### config.mk
export PLATFORM = sky130hd
export DESIGN_NAME = uart_tx
export DESIGN_NICKNAME = d
export VERILOG_FILES = /design/src/rtl/uart_pkg.sv /design/src/rtl/uart_baud_cnt.sv /design/src/rtl/uart_tx.sv
export SDC_FILE = /design/constraint.sdc
export NUM_CORES = 1
export LEC_CHECK = 0
export CORE_ASPECT_RATIO = 1.25
export CORE_UTILIZATION = 55
export DETAILED_ROUTE_END_ITERATION = 8
export GPL_ROUTABILITY_DRIVEN = 0
export PLACE_DENSITY = 0.81
export SLEW_MARGIN = 5
export SYNTH_ARGS = -nofsm -noshare
export SYNTH_HDL_FRONTEND = slang
export SYNTH_HIERARCHICAL = 1
export SYNTH_SLANG_ARGS = --single-unit
### constraint.sdc
create_clock -name clk -period 4.1 [get_ports clk]
set_input_delay 0.41 -clock clk [delete_from_list [all_inputs] [get_ports clk]]
set_output_delay 0.41 -clock clk [all_outputs]
set_load 0.03 [all_outputs]
### src/rtl/uart_pkg.sv
// Shared UART definitions: state encoding, parity types and default widths
// used by both the transmitter and the receiver.
package uart_pkg;

    localparam int DATA_W_DEF  = 8;
    localparam int PRESC_W_DEF = 6;

    typedef enum logic [2:0] {
        IDLE   = 3'd0,
        START  = 3'd1,
        DATA   = 3'd2,
        PARITY = 3'd3,
        STOP   = 3'd4
    } tx_state_e;

    localparam logic PAR_XOR  = 1'b0;
    localparam logic PAR_XNOR = 1'b1;

endpackage

### src/rtl/uart_baud_cnt.sv
// Bit-period counter: counts clk cycles within one bit and pulses bit_done
// on the last cycle of the period. A prescale of 0 behaves like 1.
module uart_baud_cnt #(
    parameter int PRESC_W = 6
) (
    input  logic               clk,
    input  logic               rst,
    input  logic               clear,
    input  logic [PRESC_W-1:0] prescale,
    output logic               bit_done
);

    logic [PRESC_W-1:0] count_reg;
    logic [PRESC_W-1:0] limit;

    assign limit    = (prescale == '0) ? '0 : prescale - PRESC_W'(1);
    assign bit_done = (count_reg == limit);

    // Restarting on bit_done makes every bit start from zero without a gap.
    always_ff @(posedge clk or negedge rst) begin
        if (!rst) begin
            count_reg <= '0;
        end else if (clear || bit_done) begin
            count_reg <= '0;
        end else begin
            count_reg <= count_reg + PRESC_W'(1);
        end
    end

endmodule

### src/rtl/uart_tx.sv
// UART transmitter: start bit, DATA_W data bits LSB first, optional parity,
// stop bit, each held Prescale cycles. TX_OUT and busy come straight from flops.
module uart_tx
    import uart_pkg::*;
#(
    parameter int DATA_W  = DATA_W_DEF,
    parameter int PRESC_W = PRESC_W_DEF
) (
    input  logic               clk,
    input  logic               rst,
    input  logic [DATA_W-1:0]  P_DATA,
    input  logic               Data_Valid,
    input  logic               PAR_EN,
    input  logic               PAR_TYP,
    input  logic [PRESC_W-1:0] Prescale,
    output logic               TX_OUT,
    output logic               busy
);

    localparam int IDX_W = (DATA_W > 1) ? $clog2(DATA_W) : 1;

    localparam logic [2:0] ST_IDLE   = IDLE;
    localparam logic [2:0] ST_START  = START;
    localparam logic [2:0] ST_DATA   = DATA;
    localparam logic [2:0] ST_PARITY = PARITY;
    localparam logic [2:0] ST_STOP   = STOP;

    logic [2:0]         state_reg, state_next;
    logic [DATA_W-1:0]  data_reg;
    logic               par_en_reg;
    logic               par_typ_reg;
    logic [PRESC_W-1:0] presc_reg;
    logic [IDX_W-1:0]   idx_reg, idx_next, idx_inc;
    logic               tx_reg, tx_next;
    logic               busy_reg, busy_next;
    logic               load;
    logic               bit_done;
    logic               cnt_clear;
    logic               par_bit;
    logic [DATA_W:0]    par_chain;

    // Parity always comes from the latched byte, never from live P_DATA.
    assign par_chain[0] = 1'b0;
    generate
        for (genvar gi = 0; gi < DATA_W; gi++) begin : g_par
            assign par_chain[gi+1] = par_chain[gi] ^ data_reg[gi];
        end
    endgenerate
    assign par_bit = (par_typ_reg == PAR_XNOR) ? ~par_chain[DATA_W] : par_chain[DATA_W];

    assign idx_inc   = idx_reg + IDX_W'(1);
    assign cnt_clear = (state_reg == ST_IDLE);

    uart_baud_cnt #(
        .PRESC_W (PRESC_W)
    ) u_baud_cnt (
        .clk      (clk),
        .rst      (rst),
        .clear    (cnt_clear),
        .prescale (presc_reg),
        .bit_done (bit_done)
    );

    // Next line value is decided together with the next state so TX_OUT
    // changes on exactly the edge that starts the new bit.
    always_comb begin
        state_next = state_reg;
        idx_next   = idx_reg;
        tx_next    = tx_reg;
        busy_next  = busy_reg;
        load       = 1'b0;
        case (state_reg)
            ST_IDLE: begin
                tx_next   = 1'b1;
                busy_next = 1'b0;
                if (Data_Valid) begin
                    load       = 1'b1;
                    state_next = ST_START;
                    tx_next    = 1'b0;
                    busy_next  = 1'b1;
                end
            end
            ST_START: begin
                if (bit_done) begin
                    state_next = ST_DATA;
                    idx_next   = '0;
                    tx_next    = data_reg[0];
                end
            end
            ST_DATA: begin
                if (bit_done) begin
                    if (idx_reg == IDX_W'(DATA_W - 1)) begin
                        if (par_en_reg) begin
                            state_next = ST_PARITY;
                            tx_next    = par_bit;
                        end else begin
                            state_next = ST_STOP;
                            tx_next    = 1'b1;
                        end
                    end else begin
                        idx_next = idx_inc;
                        tx_next  = data_reg[idx_inc];
                    end
                end
            end
            ST_PARITY: begin
                if (bit_done) begin
                    state_next = ST_STOP;
                    tx_next    = 1'b1;
                end
            end
            ST_STOP: begin
                if (bit_done) begin
                    state_next = ST_IDLE;
                    tx_next    = 1'b1;
                    busy_next  = 1'b0;
                end
            end
            default: begin
                state_next = ST_IDLE;
                tx_next    = 1'b1;
                busy_next  = 1'b0;
            end
        endcase
    end

    always_ff @(posedge clk or negedge rst) begin
        if (!rst) begin
            state_reg   <= ST_IDLE;
            idx_reg     <= '0;
            tx_reg      <= 1'b1;
            busy_reg    <= 1'b0;
            data_reg    <= '0;
            par_en_reg  <= 1'b0;
            par_typ_reg <= 1'b0;
            presc_reg   <= '0;
        end else begin
            state_reg <= state_next;
            idx_reg   <= idx_next;
            tx_reg    <= tx_next;
            busy_reg  <= busy_next;
            if (load) begin
                data_reg    <= P_DATA;
                par_en_reg  <= PAR_EN;
                par_typ_reg <= PAR_TYP;
                presc_reg   <= Prescale;
            end
        end
    end

    assign TX_OUT = tx_reg;
    assign busy   = busy_reg;

endmodule

==> load_flow_metrics.sql, run 1 <==
INSERT INTO impl_metrics (metric_group, metric, value, unit) VALUES
('outcome', 'outcome', 'completed', ''),
('detailed_routing', 'vias', '1319', ''),
('detailed_routing', 'vias_cell', '6.11', ''),
('global_route', 'grt_pass1_vias', '1354', ''),
('yosys', 'synth_top_flop_cell', 'sky130_fd_sc_hd__dfrtp_1', ''),
('floorplanning', 'die_x', '53.5', 'um'),
('yosys', 'synthesis.instances', '158', ''),
('yosys', 'synth_seq_cells', '30', ''),
('sta', 'rsz0062_at_grt', 'no', ''),
('floorplanning', 'core-area', '3190', 'um2'),
('global_route', 'grt_max_degree', '31', ''),
('detailed_routing', 'postRouteWirelength', '3510', 'um'),
('placed_design', 'port-buffer-count', '20', ''),
('sta', 'hold_viol_final', '0', ''),
('yosys', 'netlist-cell-type-count', '49', ''),
('worst_setup_path', 'slowest_stage', 'sky130_fd_sc_hd__nor3b_2', ''),
('sta', 'maxClockFrequency', '0.295', 'GHz'),
('power_and_ir_drop', 'internal-power', '1.04', 'mW'),
('sta', 'totalNegativeSetupSlack', '0', 'ns'),
('worst_setup_path', 'timing.critical_path.buf_inv', '1', ''),
('sta', 'finalCritPeriodShare', '82.6', '%'),
('yosys', 'synth_top_area_share', '39.8', '%'),
('global_route', 'global_route_wire_length_before_repair', '5910', 'um'),
('global_route', 'groute.usage.overall', '23.9', '%'),
('worst_setup_path', 'timing.critical_path.from_type', 'flop', ''),
('clock_network', 'cts.sink_count', '30', ''),
('cells_and_area', 'area.growth.synth_to_final', '16.7', '%'),
('floorplanning', 'floorplan.rows', '23', ''),
('clock_network', 'insertion_delay', '0.28', 'ns'),
('detailed_routing', 'dr.first_iter.drc_count', '44', ''),
('cells_and_area', 'final_layout_size_suffix_gt1_share', '17.9', '%'),
('worst_setup_path', 'crit_path_max_fo', '10', ''),
('detailed_routing', 'dr.pass1.iters', '4', ''),
('power_and_ir_drop', 'p_leak', '0.880', 'nW'),
('power_and_ir_drop', 'power.sequential.fraction', '36.8', '%'),
('clock_network', 'max-clock-path-buffers', '2', ''),
('power_and_ir_drop', 'power.share.clock', '14.1', '%'),
('cells_and_area', 'largest_register_ff_count', '8', ''),
('yosys', 'cell_type_contributing_the_most_total_cell_area_after_synthesis', 'sky130_fd_sc_hd__dfrtp_1', ''),
('clock_network', 'clk_pin_slew_worst_paths', '0.07', 'ns'),
('cells_and_area', 'num_antenna_cells', '0', ''),
('worst_setup_path', 'arrival', '3.60', 'ns'),
('yosys', 'synth_fp_nets', '181', ''),
('clock_network', 'post_cts_buffers', '0', ''),
('detailed_routing', 'post-route-drc-count', '0', ''),
('power_and_ir_drop', 'p_sw_share', '39.8', '%'),
('yosys', 'asyncSetResetFlopFracSynth', '100', '%'),
('yosys', 'synth.area.top_cells', 'sky130_fd_sc_hd__dfrtp_1, sky130_fd_sc_hd__mux2_2, sky130_fd_sc_hd__mux2_1', ''),
('global_route', 'antenna_violations_before_repair', '0', ''),
('clock_network', 'cts-htree-levels', '2', ''),
('worst_setup_path', 'crit_path_max_incr_delay', '0.44', 'ns'),
('detailed_routing', 'post_drt_wl_per_cell', '16.3', 'um'),
('yosys', 'synth.yosys.seq_area_share', '41.2', '%'),
('run', 'max-cap-violations', '0', ''),
('power_and_ir_drop', 'pwrdens', '810', 'nW/um2'),
('power_and_ir_drop', 'total_switching_power', '0.685', 'mW'),
('power_and_ir_drop', 'comb_power_share', '49.2', '%'),
('detailed_routing', 'ant_nets', '0', ''),
('worst_setup_path', 'timing.critical_path.required', '4.31', 'ns'),
('worst_setup_path', 'worstSetupPathType', 'flop to flop', ''),
('clock_network', 'cts_tree', 'done', ''),
('yosys', 'synth-edff-count', '0', ''),
('worst_setup_path', 'path_delay_family', 'compound AO/OA/AOI/OAI gates', ''),
('clock_network', 'cts-buffers-inserted', '5', ''),
('floorplanning', 'die_height', '66.4', 'um'),
('sta', 'slew_headroom', '49.5', '%'),
('hold_path', 'worst_hold_path_type', 'input port to asynchronous set/reset pin', ''),
('global_route', 'overflow', '0', ''),
('yosys', 'post_synthesis_instance_area', '1820', 'um2'),
('clock_network', 'cts_resized', '0', ''),
('power_and_ir_drop', 'vdd_drop_max', '0.509', 'mV');
[synth_stat cells (2+ instances only)]
| library cell | count |
|---|---|
| sky130_fd_sc_hd__nor3b_2 | 2 |
| sky130_fd_sc_hd__nand3b_1 | 2 |
| sky130_fd_sc_hd__o21ai_1 | 2 |
| sky130_fd_sc_hd__ha_1 | 4 |
| sky130_fd_sc_hd__nor2_1 | 5 |
| sky130_fd_sc_hd__o22ai_1 | 3 |
| sky130_fd_sc_hd__o21a_1 | 2 |
| sky130_fd_sc_hd__a21oi_1 | 5 |
| sky130_fd_sc_hd__inv_1 | 8 |
| sky130_fd_sc_hd__dfrtp_1 | 29 |
| sky130_fd_sc_hd__nand3_1 | 3 |
| sky130_fd_sc_hd__nor3b_1 | 2 |
| sky130_fd_sc_hd__mux2_1 | 10 |
| sky130_fd_sc_hd__a21o_1 | 2 |
| sky130_fd_sc_hd__clkbuf_1 | 3 |
| sky130_fd_sc_hd__nor3_1 | 4 |
| sky130_fd_sc_hd__o21ai_0 | 2 |
| sky130_fd_sc_hd__and2_1 | 3 |
| sky130_fd_sc_hd__xnor2_1 | 4 |
| sky130_fd_sc_hd__nand2b_1 | 2 |
| sky130_fd_sc_hd__xor2_1 | 7 |
| sky130_fd_sc_hd__a211oi_1 | 5 |
| sky130_fd_sc_hd__nand2_1 | 8 |
| sky130_fd_sc_hd__mux2i_1 | 4 |
| sky130_fd_sc_hd__mux2_2 | 11 |
| sky130_fd_sc_hd__buf_2 | 3 |
[worst paths after layout]
kind / from / depth (start not counted) / slack (ns) / endpoint
max reg2reg: presc_reg[0] / 11 / 0.71 / TX_OUT
min: rst / 2 / 0.51 / data_reg[0]
min in group clk: idx_reg[2] / 2 / 0.53 / idx_reg[2]
min reg2reg: idx_reg[2] / 2 / 0.53 / idx_reg[2]
max in group asynchronous: rst / 2 / 3.28 / TX_OUT
max: presc_reg[0] / 11 / 0.71 / TX_OUT
[cells in the final DEF (no fill, tap or decap), types with 5 or more instances in the layout]
cell                              count
sky130_fd_sc_hd__dfrtp_1             29
sky130_fd_sc_hd__clkdlybuf4s50_1     20
sky130_fd_sc_hd__mux2_2              11
sky130_fd_sc_hd__mux2_1              10
sky130_fd_sc_hd__nand2_1              8
sky130_fd_sc_hd__inv_1                8
sky130_fd_sc_hd__xor2_1               7
sky130_fd_sc_hd__clkbuf_8             6
sky130_fd_sc_hd__a21oi_1              5
sky130_fd_sc_hd__nor2_1               5
sky130_fd_sc_hd__a211oi_1             5
[per-stage QoR]
step                      setup slack, ns  area, um2  utilization [%]  hold WS, ns  std cells
after floorplan                     0.990       1820                -        0.114        158
after global placement              0.929       2030             63.6        0.514        208
after detailed placement            0.756       2030             63.6        0.524        208
after CTS                           0.769       2130             66.6        0.511        216
after global routing                0.467       2130             66.6        0.562        216
final                               0.713       2130             66.6        0.508        216
[power groups by stage]
stage / Sequential, mW / Clock [mW] / Combinational, mW
floorplan: 0.564 / 0 / 0.731
global placement: 0.621 / 0 / 0.812
detailed placement: 0.630 / 0 / 0.843
CTS: 0.629 / 0.250 / 0.851
global route: 0.659 / 0.261 / 0.919
finish: 0.634 / 0.242 / 0.847
[layer usage]
layer  GRT usage (%)  vias to the layer above  wire, um
li1                -                      621         -
met1            25.2                      645      1370
met2            43.0                       40      1920
met3            6.90                       13       153
met4            9.21                        0        69
met5               0                        -         0
[kinds of logic (layout without fill, tap and decap cells)]
family | after synthesis | after routing | share of synthesized area, %
simple gates | 36 | 36 | 12.6
compound gates | 32 | 32 | 14.3
flops | 30 | 30 | 41.2
mux | 27 | 27 | 17.2
buf+inv | 16 | 37 | 4.12
xor+xnor | 13 | 13 | 7.82
fa+ha+maj | 4 | 4 | 2.75
[cell type report]
class / count / area, um2
Sequential cell: 30 / 752
Tap cell: 37 / 46.3
Inverter: 8 / 30.0
Timing Repair Buffer: 21 / 208
Fill cell: 237 / 1070
Multi-Input combinational cell: 112 / 996
Clock buffer: 6 / 82.6
Clock inverter: 2 / 12.5
No activity file was read; power rests on OpenSTA's default activity.
==> inputs of run 2 (changes only) <==
Clock period 4.1 ns to 3.4 ns, I/O delays scaled along.
==> run 2 against run 1 <==
Global-route usage up 0.11 points. Clock skew fell by 0.0055 ns. Critical path depth did not move. Critical path type unchanged. Largest power group unchanged.
==> load_flow_metrics.sql, run 2 (synthesis results as in run 1) <==
INSERT INTO impl_metrics (metric_group, metric, value, unit) VALUES
('clock_network', 'cts-htree-levels', '2', ''),
('worst_setup_path', 'worstSetupPathType', 'flop to flop', ''),
('floorplanning', 'die_outline_area', '3550', 'um2'),
('detailed_routing', 'ant_nets', '0', ''),
('cells_and_area', 'layout_common_cells', 'sky130_fd_sc_hd__dfrtp_1, sky130_fd_sc_hd__clkdlybuf4s50_1, sky130_fd_sc_hd__mux2_2, sky130_fd_sc_hd__mux2_1', ''),
('detailed_routing', 'vias_cell', '5.97', ''),
('cells_and_area', 'post_layout_nonfiller_instances', '219', ''),
('hold_path', 'worst_hold_path_type', 'input port to asynchronous set/reset pin', ''),
('power_and_ir_drop', 'pwrdens', '989', 'nW/um2'),
('cells_and_area', 'final_layout_size_suffix_gt1_share', '19.2', '%'),
('worst_setup_path', 'crit_path_max_fo', '7', ''),
('power_and_ir_drop', 'p_leak', '0.906', 'nW'),
('placed_design', 'numPlacedInstances', '211', ''),
('global_route', 'global_route_wire_length_before_repair', '5950', 'um'),
('cells_and_area', 'area.growth.synth_to_final', '18.7', '%'),
('sta', 'totalNegativeSetupSlack', '0', 'ns'),
('sta', 'timing.final.crit_period', '3.07', 'ns'),
('clock_network', 'cts.sink_count', '30', ''),
('global_route', 'grt_pass1_vias', '1408', ''),
('worst_setup_path', 'crit_path_max_incr_delay', '0.42', 'ns'),
('detailed_routing', 'dr.first_iter.drc_count', '43', ''),
('sta', 'setup_viol', '0', ''),
('outcome', 'outcome', 'completed', ''),
('worst_setup_path', 'timing.critical_path.from_type', 'flop', ''),
('detailed_routing', 'vias', '1308', ''),
('worst_setup_path', 'timing.critical_path.required', '3.61', 'ns'),
('floorplanning', 'io-pin-count', '21', ''),
('global_route', 'groute.usage.overall', '24.0', '%'),
('detailed_routing', 'post_drt_wl_per_cell', '15.8', 'um'),
('cells_and_area', 'finish.net_count', '204', ''),
('placed_design', 'dpl.hpwl', '2530', 'um'),
('sta', 'rsz0062_at_grt', 'no', ''),
('power_and_ir_drop', 'post_layout_power', '2.14', 'mW'),
('global_route', 'grt_max_degree', '31', ''),
('clock_network', 'insertion_delay', '0.28', 'ns'),
('floorplanning', 'floorplan.rows', '23', ''),
('sta', 'hold_viol_final', '0', ''),
('sta', 'drv_slew', '0', ''),
('placed_design', 'port-buffer-count', '20', ''),
('sta', 'finalCritPeriodShare', '90.3', '%'),
('clock_network', 'cts-buffers-inserted', '5', ''),
('floorplanning', 'start_util', '57.1', '%'),
('cells_and_area', 'num_antenna_cells', '0', ''),
('clock_network', 'max-clock-path-buffers', '2', ''),
('sta', 'slew_headroom', '49.0', '%'),
('global_route', 'antenna_violations_before_repair', '0', ''),
('cells_and_area', 'largest_register_ff_count', '8', ''),
('sta', 'maxClockFrequency', '0.326', 'GHz'),
('floorplanning', 'die_height', '66.4', 'um'),
('detailed_routing', 'dr.pass1.iters', '4', ''),
('run', 'max-cap-violations', '0', ''),
('cells_and_area', 'final_common_cell', 'sky130_fd_sc_hd__dfrtp_1', ''),
('worst_setup_path', 'critical_path_sink_type', 'flop', ''),
('clock_network', 'post_cts_buffers', '0', ''),
('clock_network', 'cts_tree', 'done', ''),
('cells_and_area', 'filler_cell_count', '241', ''),
('detailed_routing', 'postRouteWirelength', '3450', 'um'),
('floorplanning', 'core-area', '3190', 'um2'),
('detailed_routing', 'post-route-drc-count', '0', ''),
('global_route', 'overflow', '0', ''),
('worst_setup_path', 'crit_path_cell_trace', 'inv_1, ha_1, nor3b_2, a21o_1, a222oi_1, nor4b_4, and2_1, mux2_2, a221o_1, o22ai_1, o21ai_1', ''),
('clock_network', 'holdBufCountCts', '0', ''),
('floorplanning', 'die_x', '53.5', 'um'),
('worst_setup_path', 'arrival', '3.28', 'ns'),
('sta', 'tightest_slew', '0.765', 'ns'),
('clock_network', 'cts_resized', '0', ''),
('clock_network', 'cts_root_buf', 'sky130_fd_sc_hd__clkbuf_8', ''),
('sta', 'clock-skew-final', '0.00437', 'ns'),
('clock_network', 'clk_pin_slew_worst_paths', '0.06', 'ns'),
('worst_setup_path', 'slowest_stage', 'sky130_fd_sc_hd__dfrtp_1', ''),
('power_and_ir_drop', 'vdd_drop_max', '0.671', 'mV');
[run 2: cell count changes in the layout (fill, tap and decap cells not counted), sizes merged]
cell / previous run / this run
buf: 1 / 4
clkbuf: 6 / 8
clkinv: 1 / 0
clkinvlp: 1 / 0
[run 2: power by group]
group          switching, mW  total (mW)  leakage (nW)  internal (mW)
registers              0.235       0.761         0.363          0.526
clock network          0.129       0.333        0.0575          0.204
logic                  0.453        1.05         0.486          0.595
[run 2: stage by stage]
step	hold WS [ns]	utilization, %	instance area, um2	setup WS (ns)
floorplan	0.0444	-	1820	0.290
global placement	0.515	64.3	2050	0.514
detailed placement	0.519	64.3	2050	0.359
CTS	0.450	67.8	2160	0.343
global route	0.495	67.8	2160	0.132
finish	0.437	67.8	2160	0.329
[run 2: critical path, delay by kind of cell (launching register included)]
| kind | cells | cell delay (ns) |
|---|---|---|
| AOI/OAI and AO/OA | 5 | 1.05 |
| and+or+nand+nor | 3 | 0.80 |
| DFF | 1 | 0.42 |
| muxes | 1 | 0.37 |
| adders and majority gates | 1 | 0.29 |
| buffers and inverters | 1 | 0.07 |
[run 2: final cells by class]
type	instances	area, um2	area share [%]
clock buffer	8	110	5.09
sequential	30	752	34.7
tap	37	46.3	2.14
multi-input combinational	112	996	46.0
timing repair buffer	24	230	10.6
inverter	8	30.0	1.39
[run 2: worst paths after layout]
path                              startpoint      endpoint  slack, ns  cells past startpoint
worst max-delay path            presc_reg[0]        TX_OUT       0.33                     11
worst min-delay path                     rst  state_reg[1]       0.44                      2
worst max register to register  presc_reg[0]        TX_OUT       0.33                     11
worst min register to register   data_reg[2]   data_reg[2]       0.53                      1
max in group asynchronous                rst        TX_OUT       2.65                      2
min in group clk                 data_reg[2]   data_reg[2]       0.53                      1
[run 2: layer usage]
metal / GRT usage [%] / vias up / part of all wire, %
li1: - / 626 / -
met1: 24.1 / 644 / 40
met2: 42.8 / 32 / 54
met3: 6.67 / 6 / 4.1
met4: 13.2 / 0 / 2.0
met5: 0 / - / 0
